$ cat src/rtl/seq_pkg.sv
// Shared definitions for the program sequencer: widths, control-flow opcodes,
// FSM state encoding and instruction field slicers.
package seq_pkg;

    localparam int unsigned AW = 13;
    localparam int unsigned IW = 18;

    localparam logic [4:0] OP_BRZ = 5'b11000;
    localparam logic [4:0] OP_JMP = 5'b11010;
    localparam logic [4:0] OP_RET = 5'b11100;

    typedef enum logic [1:0] {
        IDLE,
        RUN,
        FAULT
    } state_t;

    function automatic logic [4:0] opcode(input logic [IW-1:0] i);
        return i[17:13];
    endfunction

    function automatic logic [8:0] offset9(input logic [IW-1:0] i);
        return i[12:4];
    endfunction

    function automatic logic [12:0] target13(input logic [IW-1:0] i);
        return i[12:0];
    endfunction

    function automatic logic [3:0] reg4(input logic [IW-1:0] i);
        return i[3:0];
    endfunction

endpackage

$ cat src/rtl/ret_stack.sv
// Return-address LIFO; clear has priority over push/pop, and push to a full
// or pop from an empty stack is ignored.
module ret_stack #(
    parameter int unsigned DW    = 13,
    parameter int unsigned DEPTH = 4
) (
    input  logic                       clk,
    input  logic                       reset_n,
    input  logic                       push,
    input  logic                       pop,
    input  logic                       clear,
    input  logic [DW-1:0]              din,
    output logic                       full,
    output logic                       empty,
    output logic [$clog2(DEPTH):0]     count,
    output logic [DW-1:0]              top
);

    localparam int unsigned PW = $clog2(DEPTH);
    localparam int unsigned CW = PW + 1;

    logic [DW-1:0] r_mem [DEPTH];
    logic [CW-1:0] r_cnt;
    logic [PW-1:0] w_top_idx;

    assign full      = (r_cnt == CW'(DEPTH));
    assign empty     = (r_cnt == '0);
    assign count     = r_cnt;
    assign w_top_idx = r_cnt[PW-1:0] - PW'(1);
    assign top       = r_mem[w_top_idx];

    always_ff @(posedge clk or negedge reset_n) begin
        if (!reset_n) begin
            r_cnt <= '0;
        end else if (clear) begin
            r_cnt <= '0;
        end else if (push && !full) begin
            r_cnt <= r_cnt + CW'(1);
        end else if (pop && !empty) begin
            r_cnt <= r_cnt - CW'(1);
        end
    end

    always_ff @(posedge clk) begin
        if (push && !full && !clear) begin
            r_mem[r_cnt[PW-1:0]] <= din;
        end
    end

endmodule

$ cat src/rtl/seq_ctrl.sv
// Program sequencer: owns the PC, resolves BRZ / JMP-call / RET / JMP 0 in a
// single cycle and runs the start/ready handshake with a sticky stack fault.
module seq_ctrl #(
    parameter int unsigned AW          = seq_pkg::AW,
    parameter int unsigned IW          = seq_pkg::IW,
    parameter int unsigned STACK_DEPTH = 4
) (
    input  logic                            clk,
    input  logic                            reset_n,
    input  logic                            start,
    output logic                            ready,
    output logic                            fault,
    output logic [AW-1:0]                   padr,
    input  logic [IW-1:0]                   instr,
    input  logic                            stall,
    output logic                            issue,
    output logic [3:0]                      brz_reg,
    input  logic                            rf_zero,
    output logic [$clog2(STACK_DEPTH):0]    sp
);

    import seq_pkg::*;

    state_t        r_state, w_next_state;
    logic [AW-1:0] r_pc, w_next_pc, w_pc_inc, w_brz_off, w_tgt, w_top;
    logic          r_fault;
    logic          w_push, w_pop, w_clear, w_full, w_empty;

    assign w_pc_inc  = r_pc + AW'(1);
    assign w_brz_off = AW'($signed(offset9(instr)));
    assign w_tgt     = AW'(target13(instr));

    always_comb begin
        w_next_state = r_state;
        w_next_pc    = r_pc;
        w_push       = 1'b0;
        w_pop        = 1'b0;
        w_clear      = 1'b0;
        case (r_state)
            IDLE, FAULT: begin
                if (start) begin
                    w_next_state = RUN;
                    w_next_pc    = AW'(1);
                    w_clear      = 1'b1;
                end
            end
            RUN: begin
                if (!stall) begin
                    case (opcode(instr))
                        OP_BRZ: w_next_pc = rf_zero ? (r_pc + w_brz_off) : w_pc_inc;
                        OP_JMP: begin
                            if (w_tgt == '0) begin
                                w_next_state = IDLE;
                                w_next_pc    = '0;
                                w_clear      = 1'b1;
                            end else if (!w_full) begin
                                w_push    = 1'b1;
                                w_next_pc = w_tgt;
                            end else begin
                                w_next_state = FAULT;
                            end
                        end
                        OP_RET: begin
                            if (!w_empty) begin
                                w_pop     = 1'b1;
                                w_next_pc = w_top;
                            end else begin
                                w_next_state = FAULT;
                            end
                        end
                        default: w_next_pc = w_pc_inc;
                    endcase
                    // Any path that lands on address 0 ends the program.
                    if (w_next_state == RUN && w_next_pc == '0) begin
                        w_next_state = IDLE;
                        w_push       = 1'b0;
                        w_pop        = 1'b0;
                        w_clear      = 1'b1;
                    end
                end
            end
            default: w_next_state = IDLE;
        endcase
    end

    always_ff @(posedge clk or negedge reset_n) begin
        if (!reset_n) begin
            r_state <= IDLE;
            r_pc    <= '0;
            r_fault <= 1'b0;
        end else begin
            r_state <= w_next_state;
            r_pc    <= w_next_pc;
            r_fault <= (w_next_state == FAULT);
        end
    end

    ret_stack #(
        .DW    (AW),
        .DEPTH (STACK_DEPTH)
    ) u_stack (
        .clk     (clk),
        .reset_n (reset_n),
        .push    (w_push),
        .pop     (w_pop),
        .clear   (w_clear),
        .din     (w_pc_inc),
        .full    (w_full),
        .empty   (w_empty),
        .count   (sp),
        .top     (w_top)
    );

    assign padr    = r_pc;
    assign ready   = (r_state == IDLE);
    assign issue   = (r_state == RUN) && !stall;
    assign fault   = r_fault;
    assign brz_reg = reg4(instr);

endmodule

$ cat config.mk
export PLATFORM = sky130hd
export DESIGN_NAME = seq_ctrl
export DESIGN_NICKNAME = d
export VERILOG_FILES = /design/src/rtl/seq_pkg.sv /design/src/rtl/ret_stack.sv /design/src/rtl/seq_ctrl.sv
export SDC_FILE = /design/constraint.sdc
export NUM_CORES = 1
export LEC_CHECK = 0
export ABC_AREA = 1
export CAP_MARGIN = 5
export CORE_MARGIN = 2
export CORE_UTILIZATION = 30
export CTS_BUF_LIST = sky130_fd_sc_hd__clkbuf_16
export CTS_CLUSTER_DIAMETER = 30
export CTS_CLUSTER_SIZE = 8
export DETAILED_ROUTE_END_ITERATION = 8
export SETUP_SLACK_MARGIN = 0.15
export SYNTH_ARGS = -nofsm -noshare
export SYNTH_HDL_FRONTEND = slang
export SYNTH_SLANG_ARGS = --single-unit
$ cat constraint.sdc
create_clock -name clk -period 2.48 [get_ports clk]
set_input_delay 0.62 -clock clk [delete_from_list [all_inputs] [get_ports clk]]
set_output_delay 0.62 -clock clk [all_outputs]
set_load 0.02 [all_outputs]
-- Yosys cells after proc, flatten, opt, wreduce, memory -nomap -nowiden
Memory sizes are Yosys's and may differ from the RTL's.
Cells that the tools add are included.
Widths: inputs -> output; s select.
- register bits after elaboration: 19
- memory bits (writable): 52
- input bits: 23
- output and inout port bits: 23
- word-level logic and storage cells: 79
- memories kept: 1
- memory list (memory ; words ; bits a word ; read ports ; clocked after Yosys merged registers in ; write ports ; RTL line ; RTL):
    u_stack.r_mem ; 4 ; 13 ; 1 ; 0 ; 1 ; ret_stack.sv:22 ; logic [DW-1:0] r_mem [DEPTH];
- $add $sub $neg: 5
- eq/ne operators: 10
- mux-type cells: 42
- reduce and logical (&&, ||, !) cells: 17
- operator list (kind ; number):
    $mux 13 ; 8
    $pmux 13 s3 ; 1
    $logic_not 13->1 ; 2
    $pmux 13 s2 ; 1
    $mux 1 ; 18
    $mux 2 ; 8
    $eq 5x5->1 const B ; 3
    $add 13x1->13 const B ; 1
    $add 13x13->13 ; 1
    $mux 3 ; 3
    $pmux 2 s2 ; 2
    $logic_and 1x1->1 ; 5
    $eq 2x1->1 const B ; 2
    $eq 2x2->1 const B ; 2
    $logic_not 1->1 ; 4
    $ne 2x2->1 const B ; 2
    $add 3x1->3 const B ; 1
    $eq 3x3->1 const B ; 1
    $logic_not 3->1 ; 1
    $reduce_and 3->1 ; 1
    $reduce_bool 3->1 ; 1
    $sub 3x1->3 const B ; 1
    $logic_not 2->1 ; 1
    $pmux 1 s2 ; 1
    other kinds (3) ; 3

-- Longest topological paths before layout
Gate-level depths: netlist of the first run.
- depth after elaboration: 15
- gate-level depth with buffers: 22
- gate-level depth less buffers: 19

-- Cells and area by module
Synthesis of the first run repeated with hierarchy kept, for this count alone.
- cells, all modules: 664
- area, all modules: 5023.6 um2
- modules (own cells, without submodules) (module ; instances ; cells an instance ; area each (um2) ; sequential area each (um2)):
    seq_ctrl ; 1 ; 493 ; 2725.1 ; 400.4
    ret_stack ; 1 ; 171 ; 2298.5 ; 1636.6

-- Least setup slack after synthesis of the first run
OpenSTA, ideal clock, no wires.
- path type: reg-to-reg
- start point: register u_stack.r_cnt[0] (netlist: u_stack.count[0])
- end point: memory u_stack.r_mem[1][0] (enable)
- setup time: 0.382 ns
- arrival: 2.308 ns
- data required time: 2.098 ns
- path slack: -0.211 ns
- stages on the path, launching flop included: 12
- path buffers: 2
- clock period less this slack: 2.691 ns
- cell sequence: dfrtp_1 buf_4 inv_2 buf_2 ha_1 nand2_1 inv_1 nor2_1 nand2_1 inv_1 nand2_1 nor2_1
- cells in the longest elaborated chain, start to end: 15
- elaborated cells on any way between the ends: 34
- classes of those cells: add/sub (1); eq/ne (2); mux (23); reduce/logical (7); memory (1)
- RTL lines (element ; RTL line ; RTL):
    from (decl) ; ret_stack.sv:23 ; logic [CW-1:0] r_cnt;
    from (signal assigned) ; ret_stack.sv:38 ; r_cnt <= r_cnt + CW'(1);
    from (signal assigned) ; ret_stack.sv:40 ; r_cnt <= r_cnt - CW'(1);
    $sub 2x1->2 or $eq 3x3->1 (tied branches) ; ret_stack.sv:29, ret_stack.sv:26 ;
    $mem_v2 4x13, or another cell as far along ; -- ;
    $mux 13, or another cell as far along ; seq_ctrl.sv:64 ; if (!w_empty) begin
    $pmux 13 s3 or $pmux 2 s2 (tied branches) ; seq_ctrl.sv:49 ; case (opcode(instr))
    $mux 13 or $mux 2 (tied branches) ; seq_ctrl.sv:48 ; if (!stall) begin
    $mux 13 or $mux 2 (tied branches) ; seq_ctrl.sv:39 ; case (r_state)
    $logic_not 13->1 or $eq 2x1->1 (tied branches) ; seq_ctrl.sv:74 ; if (w_next_state == RUN && w_next_pc == '0) begin
    $logic_and 1x1->1 ; seq_ctrl.sv:74 ;
    $mux 1 ; seq_ctrl.sv:74 ;
    $mux 1 ; seq_ctrl.sv:48 ;
    $pmux 1 s2 or $mux 1 (tied branches) ; seq_ctrl.sv:39 ;
    $logic_not 1->1 or $logic_and 1x1->1 (tied branches) ; ret_stack.sv:45 ; if (push && !full && !clear) begin
    $logic_and 1x1->1 ; ret_stack.sv:45 ;
    $mux 1 ; ret_stack.sv:45 ;
    $mux 1 (implied by the code) ; ret_stack.sv:46 ; r_mem[r_cnt[PW-1:0]] <= din;
    to (decl) ; ret_stack.sv:22 ;
Several ways; a longest one is shown, not always the timed one. The select of a mux whose other input is x is not followed.

-- Worst setup path in the final report of the first run
- start point: input instr[10]
- end point: register u_stack.r_cnt[0] (netlist: u_stack.count[0])
- cells in the longest elaborated chain, start to end: 13
- elaborated cells on any way between the ends: 33
- classes of those cells: add/sub (1); eq/ne (1); mux (25); reduce/logical (6)
- RTL lines (element ; RTL line ; RTL):
    from (decl) ; seq_ctrl.sv:14 ; input logic [IW-1:0] instr,
    $add 13x13->13, or another cell as far along ; seq_ctrl.sv:50 ; OP_BRZ: w_next_pc = rf_zero ? (r_pc + w_brz_off) : w_pc_inc;
    $mux 13, or another cell as far along ; seq_ctrl.sv:50 ;
    $pmux 13 s3 or $pmux 2 s2 (tied branches) ; seq_ctrl.sv:49 ;
    $mux 13 or $mux 2 (tied branches) ; seq_ctrl.sv:48 ;
    $mux 13 or $mux 2 (tied branches) ; seq_ctrl.sv:39 ;
    $logic_not 13->1 or $eq 2x1->1 (tied branches) ; seq_ctrl.sv:74 ;
    $logic_and 1x1->1 ; seq_ctrl.sv:74 ;
    $mux 1 ; seq_ctrl.sv:74 ;
    $mux 1 ; seq_ctrl.sv:48 ;
    $mux 1 ; seq_ctrl.sv:39 ;
    $logic_and 1x1->1 ; ret_stack.sv:37 ; end else if (push && !full) begin
    $mux 3 ; ret_stack.sv:37 ;
    $mux 3 ; ret_stack.sv:35 ; end else if (clear) begin
Several ways; a longest one is shown, not always the timed one. The select of a mux whose other input is x is not followed.
A chain may end at the register's enable or synchronous reset.

==> results of run 1 <==
cells by family after synthesis:
logic type / synth area share
DFF: 0.397
AOI/OAI and AO/OA: 0.0761
and+or+nand+nor: 0.357
xor gates and xnor gates: 0.00683
buffers and inverters: 0.113
adders and majority gates: 0.0493
sequential cells by signal, summed over array words and instances, names as in the netlist:
signal	cells
fault	1
u_stack.count	3
u_stack.r_mem	52
padr	13
r_state	2
cell usage after synthesis, types with 5 or more instances:
master / n
sky130_fd_sc_hd__buf_4: 8
sky130_fd_sc_hd__nand3_1: 75
sky130_fd_sc_hd__nor2_2: 6
sky130_fd_sc_hd__nand4_1: 9
sky130_fd_sc_hd__nand2_1: 251
sky130_fd_sc_hd__ha_1: 17
sky130_fd_sc_hd__edfxtp_1: 52
sky130_fd_sc_hd__a21oi_1: 26
sky130_fd_sc_hd__o21ai_0: 27
sky130_fd_sc_hd__inv_2: 7
sky130_fd_sc_hd__nor2_1: 74
sky130_fd_sc_hd__o21ai_1: 9
sky130_fd_sc_hd__clkbuf_1: 5
sky130_fd_sc_hd__dfrtp_1: 19
sky130_fd_sc_hd__buf_2: 9
sky130_fd_sc_hd__inv_1: 108
power by group through the flow:
stage / sequential, uW / clock, uW / combinational (uW)
2_1_floorplan: 1740 / 0 / 1880
3_3_place_gp: 1630 / 0 / 3320
3_5_place_dp: 1620 / 0 / 3340
4_1_cts: 1610 / 1510 / 3690
5_1_grt: 1630 / 1570 / 4170
6_report: 1620 / 1490 / 3820
final cells by class:
cell class / instances / area, sq um
fillers: 1663 / 9350
clock inverters: 7 / 114
clock buffers: 9 / 225
multi-input cells: 527 / 2860
repair buffers: 153 / 1340
well taps: 220 / 275
inverters: 116 / 440
flip-flops and latches: 71 / 2040
how the worst max path moves through the flow:
| stage | slack [ns] | end | startpoint |
|---|---|---|---|
| finish | 0.06 | u_stack.count[0]$_DFFE_PN0P_ | instr[10] |
| global route | -0.05 | u_stack.count[0]$_DFFE_PN0P_ | padr[0]$_DFFE_PN0P_ |
| CTS | 0.11 | u_stack.count[0]$_DFFE_PN0P_ | instr[11] |
| detailed placement | -0.70 | u_stack.count[0]$_DFFE_PN0P_ | instr[4] |
| global placement | -0.69 | u_stack.count[0]$_DFFE_PN0P_ | instr[6] |
| floorplan | 0.13 | u_stack.count[1]$_DFFE_PN0P_ | instr[4] |
metal layers:
metal  global-route usage  part of all wire  vias to the layer above
li1                     -                 -                     2631
met1                0.263              0.46                     2385
met2                0.300              0.46                      183
met3               0.0319             0.058                       24
met4               0.0667             0.022                        0
met5                    0                 0                        -
worst reg2reg max path: stages, from the launching register on:
cell                      delay, ns
sky130_fd_sc_hd__dfrtp_2       0.45
sky130_fd_sc_hd__buf_4         0.16
sky130_fd_sc_hd__ha_1          0.21
sky130_fd_sc_hd__inv_2         0.11
sky130_fd_sc_hd__nand2_1       0.07
sky130_fd_sc_hd__nand2_1       0.08
sky130_fd_sc_hd__inv_1         0.10
sky130_fd_sc_hd__nand2_1       0.11
sky130_fd_sc_hd__nand2_1       0.07
sky130_fd_sc_hd__inv_1         0.07
sky130_fd_sc_hd__nand2_1       0.08
sky130_fd_sc_hd__nor2_2        0.10
sky130_fd_sc_hd__nand3_2       0.10
sky130_fd_sc_hd__nor2_4        0.13
sky130_fd_sc_hd__nand4_4       0.15
sky130_fd_sc_hd__nand2_2       0.11
sky130_fd_sc_hd__nand2_4       0.07
sky130_fd_sc_hd__nand3_2       0.08
sky130_fd_sc_hd__nand2_1       0.05
metrics by stage:
step	hold WS, ns	utilization
6_report	0.633	0.438
2_1_floorplan	0.324	-
4_1_cts	0.640	0.434
3_3_place_gp	0.623	0.392
5_1_grt	0.673	0.438
3_5_place_dp	0.626	0.392
placed cells by master, fill, tap and decap left out, types with 7 or more instances in the layout:
cell type and instances:
sky130_fd_sc_hd__nand4_1 9, sky130_fd_sc_hd__o21ai_1 11, sky130_fd_sc_hd__dlygate4sd2_1 13, sky130_fd_sc_hd__buf_4 96
sky130_fd_sc_hd__edfxtp_1 52, sky130_fd_sc_hd__clkdlybuf4s50_1 25, sky130_fd_sc_hd__nor2_1 59, sky130_fd_sc_hd__inv_2 15
sky130_fd_sc_hd__nor2_2 16, sky130_fd_sc_hd__inv_1 101, sky130_fd_sc_hd__nand3_2 11, sky130_fd_sc_hd__o21ai_0 25
sky130_fd_sc_hd__nand3_1 65, sky130_fd_sc_hd__dfrtp_1 16, sky130_fd_sc_hd__nand2_1 237, sky130_fd_sc_hd__nand2_2 13
sky130_fd_sc_hd__clkbuf_16 9, sky130_fd_sc_hd__buf_12 7, sky130_fd_sc_hd__ha_4 11, sky130_fd_sc_hd__a21oi_1 22
timing repair:
action / 4_1_cts / 5_1_grt
resized for setup: 88 / 19
pin swaps: 34 / 9
endpoints found under the setup margin: 68 / 6
setup buffers: 17 / 3
==> results.ini, run 1 <==
[cts]
max-clock-path-buffers = 2
tritoncts_clock_tree = done
ctsHoldBuffers = 0
cts-htree-levels = 3
clock_sinks = 71
clock_buffers_created_by_tritoncts = 9
clock-root-buffer = sky130_fd_sc_hd__clkbuf_16
worst_skew_pair.late_latency_ns = 0.35
clk_transition_reported_paths_ns = 0.06

[synthesis]
async_flop_share = 0.268
seq_area_frac_synth = 0.397
yosys.area.top_type = sky130_fd_sc_hd__edfxtp_1
synth_area_sq_um = 5130
yosys-top-cells-area = sky130_fd_sc_hd__edfxtp_1, sky130_fd_sc_hd__nand2_1, sky130_fd_sc_hd__dfrtp_1
netlist.area_leader.share = 0.304
ys_seq_elements = 71
synth_ff_type = sky130_fd_sc_hd__edfxtp_1
synthesis.instances = 738
syn-num-nets = 780
post_synthesis_mean_instance_area_sq_um = 6.95
number_of_synthesized_flops_with_an_enable_pin = 52
synth-warning-count = 0
netlist-cell-type-count = 37

[routing]
postRouteAntennaNets = 0
route.vias.total = 5223
postRouteWirelength_um = 16500
drtIter0Drc = 408
number_of_detailed_routing_iterations_run_before_antenna_repair = 6
drt_drc_violations_left = 0
post_drt_via_cell_ratio = 4.74
routed_wire_length_per_instance_um = 14.9

[power_and_ir_drop]
p_leak_uw = 0.00353
ir_worst_vdd_mv = 0.422
power_density_nw_per_um2 = 951
power.clock.fraction = 0.215
intPower_uw = 4030
power.switching_uw = 2910
netSwitchingFraction = 0.419
comb_power_share = 0.551
power.share.sequential = 0.234
power_uw = 6940

[setup_path]
crit_top_cell = sky130_fd_sc_hd__nand2_1
r2r-start = padr[0]$_DFFE_PN0P_
timing.rr.end = u_stack.count[0]$_DFFE_PN0P_
critical_path_buf_inv_count = 3
worst_setup_path_type = in -> reg
critical_path.max_fanout = 4
path_depth = 17
crit_family = simple AND/OR/NAND/NOR gates
end_kind = flip-flop
worst_ep_required_time_ns = 2.71
timing.critical_path.slowest_stage_cell = sky130_fd_sc_hd__ha_4
kind_of_start_point_of_the_critical_path = input port
r2r.worst_path.cells = 18
worst_ep_arrival_time_ns = 2.65
cp_cell_sequence = dlygate4sd2_1 > ha_4 > nand2_1 > inv_1 > nand2_1 > nand2_1 > inv_1 > a21oi_2 > nor2_1 > nor2_2 > nand3_2 > nor2_4 > nand4_4 > nand2_2 > nand2_4 > nand3_2 > nand2_1
cp_slowest_stage_delay_ns = 0.31
r2r_slack_ns = 0.07

[finish]
antenna-diode-count = 0
post_route_cells_drive_above_1_share = 0.250
number_of_nets_in_the_layout = 920
final_design_area_no_fill_sq_um = 7290
finalNonFillerCells = 1103
layout-area-overhead-vs-synth_pct = 42.1

[sta]
max_frequency_mhz = 413
final.setup.worst_slack_ns = 0.0599
grt_setup_unrepaired = true
finalSetupTns_ns = 0
final.setup_skew_ns = 0.0118
drv_slew = 0
actual_transition_at_the_worst_max_transition_pin_ns = 0.499
layout_min_cycle_time_ns = 2.42
worst_slew_margin_rel = 0.667
report.final.setup_viol = 0
timing.final.hold_violations = 0
fin_crit_sh = 0.976

[global_route]
maximum_number_of_pins_on_one_net_before_global_route_repair = 38
global_route.overflow_total = 0
grt_pass1_wl_um = 26400
antenna_violations_before_repair = 0
grt_usage = 0.190
first_global_vias = 4969

[floorplanning]
floorplan.die_area_sq_um = 18200
die_width_um = 135
row_count = 47
initial_core_util = 0.308
die-height_um = 135
top_level_ports = 46
design.core.area_sq_um = 16600

[placed_design]
hpwlAfterDp_um = 12100
place.gp.congestion = 0.914
post-place-ws_ns = -0.699
place.port_buffers = 45
detailed_place.area_sq_um = 6520
dpl.cell_count = 1067

[worst_hold_path]
hp-class = in -> async

[flow_run]
cap_violations = 0

[outcome]
status = complete, no violations

Power figures use the tool's default switching activity.
==> run 2: changes to the inputs <==
--- a/config.mk
+++ b/config.mk
@@ -7,13 +7,17 @@
 export LEC_CHECK = 0
 export ABC_AREA = 1
 export CAP_MARGIN = 5
+export CELL_PAD_IN_SITES_DETAIL_PLACEMENT = 1
+export CELL_PAD_IN_SITES_GLOBAL_PLACEMENT = 2
 export CORE_MARGIN = 2
 export CORE_UTILIZATION = 30
 export CTS_BUF_LIST = sky130_fd_sc_hd__clkbuf_16
 export CTS_CLUSTER_DIAMETER = 30
 export CTS_CLUSTER_SIZE = 8
 export DETAILED_ROUTE_END_ITERATION = 8
+export PLACE_DENSITY_LB_ADDON = 0.1
 export SETUP_SLACK_MARGIN = 0.15
+export SKIP_CTS_REPAIR_TIMING = 1
 export SYNTH_ARGS = -nofsm -noshare
 export SYNTH_HDL_FRONTEND = slang
 export SYNTH_SLANG_ARGS = --single-unit
==> run 2 against run 1 <==
Compared with the run above:
- the flow now finishes with violations (negative setup slack)
- global-route usage increased by 3.7 points
- wire length increased by 21%
- critical path depth increased by 1
- register-to-register slack got worse by 0.18 ns
- total power decreased by 0.12%
- clock power decreased by 11%
- die area unchanged
- critical path type unchanged
- largest cell class unchanged
==> results.ini, run 2 (synthesis gave the netlist of run 1 again) <==
[outcome]
status = finished with violations
violations = negative setup slack

[setup_path]
critical_path.max_fanout = 6  ; +2
crit_family = simple AND/OR/NAND/NOR gates
end_kind = flip-flop
critical_path_buf_inv_count = 3  ; unchanged
timing.rr.end = u_stack.count[0]$_DFFE_PN0P_
worst_setup_path_type = in -> reg
worst_ep_required_time_ns = 2.71  ; about the same
cp_slowest_stage_delay_ns = 0.43  ; +0.12 ns
kind_of_start_point_of_the_critical_path = input port
timing.critical_path.slowest_stage_cell = sky130_fd_sc_hd__clkdlybuf4s50_1
crit_path_start = instr[17]
path_depth = 18  ; +1
r2r-start = padr[0]$_DFFE_PN0P_
r2r.worst_path.cells = 16  ; -2
worst_ep_arrival_time_ns = 2.86  ; +0.21 ns
r2r_slack_ns = -0.11  ; -0.18 ns
crit_top_cell = sky130_fd_sc_hd__nand2_2
timing.critical_path.to = u_stack.count[0]$_DFFE_PN0P_
cp_cell_sequence = clkdlybuf4s50_1 > nand2_2 > nor2_2 > buf_4 > nand2_2 > inv_2 > nand2_1 > nand2_1 > nor2_1 > nand2_2 > nor2_2 > nand3_2 > nor2_4 > nand4_4 > nand2_2 > nand2_4 > nand3_2 > nand2_2

[placed_design]
detailed_place.area_sq_um = 6730  ; +3.3%
place.gp.congestion = 0.894  ; -2.2%
hpwlAfterDp_um = 15900  ; +31%
post-place-ws_ns = -0.879  ; -0.180 ns
place.port_buffers = 45  ; unchanged

[global_route]
maximum_number_of_pins_on_one_net_before_global_route_repair = 38  ; unchanged
antenna_violations_before_repair = 0  ; unchanged
first_global_vias = 5755  ; +16%
grt_usage = 0.227  ; +0.0371
grt_pass1_wl_um = 31200  ; +18%
global_route.overflow_total = 0  ; unchanged

[floorplanning]
floorplan.die_area_sq_um = 18200  ; unchanged
die-height_um = 135  ; unchanged
design.core.area_sq_um = 16600  ; unchanged
row_count = 47  ; unchanged
top_level_ports = 46  ; unchanged
initial_core_util = 0.308  ; unchanged
die_width_um = 135  ; unchanged

[cts]
max-clock-path-buffers = 2  ; unchanged
clock-root-buffer = sky130_fd_sc_hd__clkbuf_16
clk_transition_reported_paths_ns = 0.07  ; about the same
clock_buffers_created_by_tritoncts = 9  ; unchanged
cts-htree-levels = 3  ; unchanged
worst_skew_pair.late_latency_ns = 0.35  ; about the same
tritoncts_clock_tree = done
clock_sinks = 71  ; unchanged

[routing]
number_of_detailed_routing_iterations_run_before_antenna_repair = 4  ; -2
routed_wire_length_per_instance_um = 17.9  ; +20%
drtIter0Drc = 320  ; -22%
postRouteAntennaNets = 0  ; unchanged
route.vias.total = 5315  ; +1.8%
postRouteWirelength_um = 19900  ; +21%
drt_drc_violations_left = 0  ; unchanged
post_drt_via_cell_ratio = 4.76  ; +0.49%

[worst_hold_path]
hp-class = in -> async

[finish]
multi_input_comb_area_sq_um = 2810  ; -1.7%
mostFrequentLayoutCells = sky130_fd_sc_hd__nand2_1, sky130_fd_sc_hd__buf_4, sky130_fd_sc_hd__inv_1
antenna-diode-count = 0  ; unchanged
ff_latch_area_sq_um = 2040  ; unchanged
layout-area-overhead-vs-synth_pct = 43.8
filler_cell_count = 2100  ; +26%
final_design_area_no_fill_sq_um = 7380  ; +1.2%
post_route_cells_drive_above_1_share = 0.247  ; -0.00279
mostFrequentLayoutCell = sky130_fd_sc_hd__nand2_1
number_of_nets_in_the_layout = 934  ; +1.5%
flip_flop_count_of_the_largest_register_after_layout = 52  ; unchanged

[sta]
grt_setup_unrepaired = true
fin_crit_sh = 1.06  ; +0.0839
finalSetupTns_ns = -0.488  ; -0.488 ns
report.final.setup_viol = 4  ; +4
final.setup_skew_ns = 0.0122  ; +0.000343 ns
actual_transition_at_the_worst_max_transition_pin_ns = 0.550  ; +0.0509 ns
worst_slew_margin_rel = 0.633  ; -0.0340
final.setup.worst_slack_ns = -0.148  ; -0.208 ns
whs_ns = 0.636  ; +0.00370 ns
drv_slew = 0  ; unchanged
layout_min_cycle_time_ns = 2.63  ; +0.208 ns
max_frequency_mhz = 380  ; -7.9%
timing.final.hold_violations = 0  ; unchanged

[power_and_ir_drop]
power_density_nw_per_um2 = 939  ; -1.3%
p_leak_uw = 0.00365  ; +3.4%
ir_worst_vdd_mv = 0.334  ; -21%

[flow_run]
cap_violations = 0  ; unchanged

==> run 2: changes by cell type in the layout (fill, tap and decap cells not counted), moves of 3 or more <==
cell / change
sky130_fd_sc_hd__buf_4: +16
sky130_fd_sc_hd__dlygate4sd2_1: -13
sky130_fd_sc_hd__dlymetal6s2s_1: +13
sky130_fd_sc_hd__nor2_1: +3
sky130_fd_sc_hd__buf_2: -4
sky130_fd_sc_hd__clkdlybuf4s50_1: +5
==> run 2: worst min-delay path by stage <==
stage | endpoint | from | cells after the start
after floorplan | fault$_DFF_PN0_ | reset_n | 0
after global placement | r_state[0]$_DFF_PN0_ | r_state[1]$_DFF_PN0_ | 3
after detailed placement | fault$_DFF_PN0_ | r_state[1]$_DFF_PN0_ | 2
after CTS | r_state[0]$_DFF_PN0_ | reset_n | 2
after global routing | r_state[0]$_DFF_PN0_ | reset_n | 2
final | padr[6]$_DFFE_PN0P_ | reset_n | 2
==> run 2: area by class of cell <==
cell class	count	area share
clock inverters	7	0.0107
flip-flops and latches	71	0.277
inverters	116	0.0594
well taps	220	0.0373
clock buffers	9	0.0305
repair buffers	167	0.205
multi-input cells	527	0.381
==> run 2: stage by stage <==
step	power [uW]	util	std cells
after floorplan	3620	-	738
after global routing	7420	0.443	1117
final	6930	0.443	1117
after CTS	6750	0.423	1110
after detailed placement	5360	0.405	1094
after global placement	5270	0.405	1094
==> run 2: report_power, final <==
group	leakage (uW)	switching (uW)	internal, uW
clock network	0.000139	546	789
logic	0.00278	2340	1620
registers	0.000728	154	1480
total	0.00365	3040	3890
==> run 2: layer usage <==
metal / vias to the layer above / global-route usage / wire, um
li1: 2656 / - / -
met1: 2574 / 0.280 / 8740
met2: 67 / 0.422 / 10400
met3: 18 / 0.0300 / 535
met4: 0 / 0.0456 / 274
met5: - / 0 / 0
==> run 3: changes to the inputs <==
--- a/config.mk
+++ b/config.mk
@@ -9,12 +9,12 @@
 export CAP_MARGIN = 5
 export CELL_PAD_IN_SITES_DETAIL_PLACEMENT = 1
 export CELL_PAD_IN_SITES_GLOBAL_PLACEMENT = 2
-export CORE_MARGIN = 2
 export CORE_UTILIZATION = 30
 export CTS_BUF_LIST = sky130_fd_sc_hd__clkbuf_16
 export CTS_CLUSTER_DIAMETER = 30
 export CTS_CLUSTER_SIZE = 8
 export DETAILED_ROUTE_END_ITERATION = 8
+export MAX_ROUTING_LAYER = met4
 export PLACE_DENSITY_LB_ADDON = 0.1
 export SETUP_SLACK_MARGIN = 0.15
 export SKIP_CTS_REPAIR_TIMING = 1
==> run 3 against run 2 <==
Compared with the run above:
- the flow now finishes without violations
- clock power hardly changed
- highest routed layer unchanged
- cell count is 0.90% higher
- via count is 2.6% higher
- die area is 2.9% lower
- worst hold slack better by 0.016 ns
- register-to-register slack better by 0.13 ns
- largest power group unchanged
- clock skew hardly changed
==> results.ini, run 3 (synthesis gave the netlist of run 1 again) <==
[outcome]
status = complete, no violations

[floorplanning]
row_count = 47  ; unchanged
floorplan.die_area_sq_um = 17600  ; -2.9%
design.core.area_sq_um = 16600  ; unchanged
die_width_um = 133  ; -1.5%
top_level_ports = 46  ; unchanged
initial_core_util = 0.308  ; unchanged
die-height_um = 133  ; -1.5%

[worst_hold_path]
hp-class = in -> async

[power_and_ir_drop]
power_uw = 7040  ; +1.7%
p_leak_uw = 0.00378  ; +3.6%
comb_power_share = 0.585  ; +0.013
power_density_nw_per_um2 = 936  ; -0.26%
ir_worst_vdd_mv = 0.390  ; +17%
netSwitchingFraction = 0.437  ; -0.00174
power.clock.fraction = 0.184  ; -0.009
power.switching_uw = 3080  ; +1.3%
intPower_uw = 3960  ; +2.0%
power.share.sequential = 0.231  ; -0.004

[cts]
clock_sinks = 71  ; unchanged
cts-htree-levels = 3  ; unchanged
clk_transition_reported_paths_ns = 0.07  ; about the same
tritoncts_clock_tree = done
clock-root-buffer = sky130_fd_sc_hd__clkbuf_16
clock_buffers_created_by_tritoncts = 9  ; unchanged
max-clock-path-buffers = 2  ; unchanged
worst_skew_pair.late_latency_ns = 0.34  ; about the same

[sta]
max_frequency_mhz = 406  ; +6.7%
drv_slew = 0  ; unchanged
whs_ns = 0.653  ; +0.0162 ns
worst_slew_margin_rel = 0.627  ; -0.00567
fin_crit_sh = 0.993  ; -0.0668
final.setup_skew_ns = 0.0120  ; -0.000122 ns
layout_min_cycle_time_ns = 2.46  ; -0.166 ns
final.setup.worst_slack_ns = 0.0175  ; +0.166 ns
actual_transition_at_the_worst_max_transition_pin_ns = 0.558  ; +0.00850 ns
timing.final.hold_violations = 0  ; unchanged
report.final.setup_viol = 0  ; -4
grt_setup_unrepaired = true

[setup_path]
timing.critical_path.slowest_stage_cell = sky130_fd_sc_hd__dfrtp_2
crit_top_cell = sky130_fd_sc_hd__nand2_1
worst_ep_arrival_time_ns = 2.69  ; -0.17 ns
worst_setup_path_type = reg -> reg
r2r.worst_path.cells = 20  ; +4
kind_of_start_point_of_the_critical_path = flip-flop
end_kind = flip-flop
cp_slowest_stage_delay_ns = 0.41  ; -0.02 ns
worst_ep_required_time_ns = 2.70  ; about the same
critical_path.max_fanout = 10  ; +4
cp_cell_sequence = inv_2 > ha_4 > nand2_1 > buf_12 > nand2_1 > nand2_1 > inv_1 > nor2_1 > nand2_1 > nand2_1 > nor2_2 > nand2_2 > nor2_2 > nand3_2 > nor2_4 > nand4_4 > nand2_2 > nand2_4 > nand3_1 > nand2_1

[finish]
mostFrequentLayoutCell = sky130_fd_sc_hd__nand2_1
multi_input_comb_area_sq_um = 2860  ; +1.7%
layout-area-overhead-vs-synth_pct = 46.6
post_route_cells_drive_above_1_share = 0.262  ; +0.0149
filler_cell_count = 2065  ; -1.7%
mostFrequentLayoutCells = sky130_fd_sc_hd__nand2_1, sky130_fd_sc_hd__buf_4, sky130_fd_sc_hd__inv_1
antenna-diode-count = 0  ; unchanged
number_of_nets_in_the_layout = 944  ; +1.1%
ff_latch_area_sq_um = 2040  ; unchanged
flip_flop_count_of_the_largest_register_after_layout = 52  ; unchanged
final_design_area_no_fill_sq_um = 7520  ; +2.0%

[global_route]
antenna_violations_before_repair = 0  ; unchanged
grt_usage = 0.240  ; +0.0132
first_global_vias = 5636  ; -2.1%
global_route.overflow_total = 0  ; unchanged
grt_pass1_wl_um = 31100  ; -0.37%
maximum_number_of_pins_on_one_net_before_global_route_repair = 38  ; unchanged

[routing]
drtIter0Drc = 216  ; -33%
post_drt_via_cell_ratio = 4.84  ; +1.7%
number_of_detailed_routing_iterations_run_before_antenna_repair = 4  ; unchanged
drt_drc_violations_left = 0  ; unchanged
routed_wire_length_per_instance_um = 18.2  ; +1.8%
postRouteAntennaNets = 0  ; unchanged
route.vias.total = 5452  ; +2.6%
postRouteWirelength_um = 20500  ; +2.7%

[placed_design]
hpwlAfterDp_um = 16200  ; +1.9%
place.gp.congestion = 0.878  ; -1.9%
detailed_place.area_sq_um = 6770  ; +0.59%
post-place-ws_ns = -0.885  ; -0.00558 ns
place.port_buffers = 45  ; unchanged

[flow_run]
cap_violations = 0  ; unchanged

==> run 3: metal layers <==
metal	routed length [um]	up-vias	GRT usage
li1	-	2671	-
met1	8740	2680	0.285
met2	10900	78	0.430
met3	536	23	0.0241
met4	356	0	0.0639
met5	0	-	-
==> run 3: final timing paths <==
check	slack [ns]	endpoint	from
worst min register to register	0.66	fault$_DFF_PN0_	r_state[1]$_DFF_PN0_
max in group asynchronous	1.55	padr[0]$_DFFE_PN0P_	reset_n
worst min-delay path	0.65	padr[9]$_DFFE_PN0P_	reset_n
worst max-delay path	0.02	u_stack.count[0]$_DFFE_PN0P_	u_stack.count[0]$_DFFE_PN0P_
min in group clk	0.66	fault$_DFF_PN0_	r_state[1]$_DFF_PN0_
worst max register to register	0.02	u_stack.count[0]$_DFFE_PN0P_	u_stack.count[0]$_DFFE_PN0P_
==> run 3: power by group through the flow <==
stage | Combinational [uW] | Clock [uW] | Sequential (uW)
after floorplan | 1880 | 0 | 1740
after global placement | 3690 | 0 | 1620
after detailed placement | 3760 | 0 | 1620
after CTS | 3790 | 1330 | 1600
after global routing | 4490 | 1370 | 1640
final | 4120 | 1300 | 1630
==> run 3: area by class of cell <==
type / instances / area share
flip-flops and latches: 71 / 0.271
repair buffers: 177 / 0.214
clock buffers: 9 / 0.0299
multi-input cells: 527 / 0.380
inverters: 116 / 0.0589
well taps: 220 / 0.0366
clock inverters: 7 / 0.00948
==> run 3: critical path, delay by kind of cell, from the launching register on <==
kind / cells / cell delay [ns]
fa+ha+maj: 1 / 0.17
buf+inv: 3 / 0.32
flops: 1 / 0.41
simple gates: 16 / 1.46
==> run 3: per-stage QoR <==
stage	cells	util	TNS (ns)
floorplan	738	-	0
CTS	1117	0.425	-6.36
detailed placement	1101	0.407	-29.31
finish	1127	0.452	0
global route	1127	0.452	-0.750
global placement	1101	0.407	-25.36
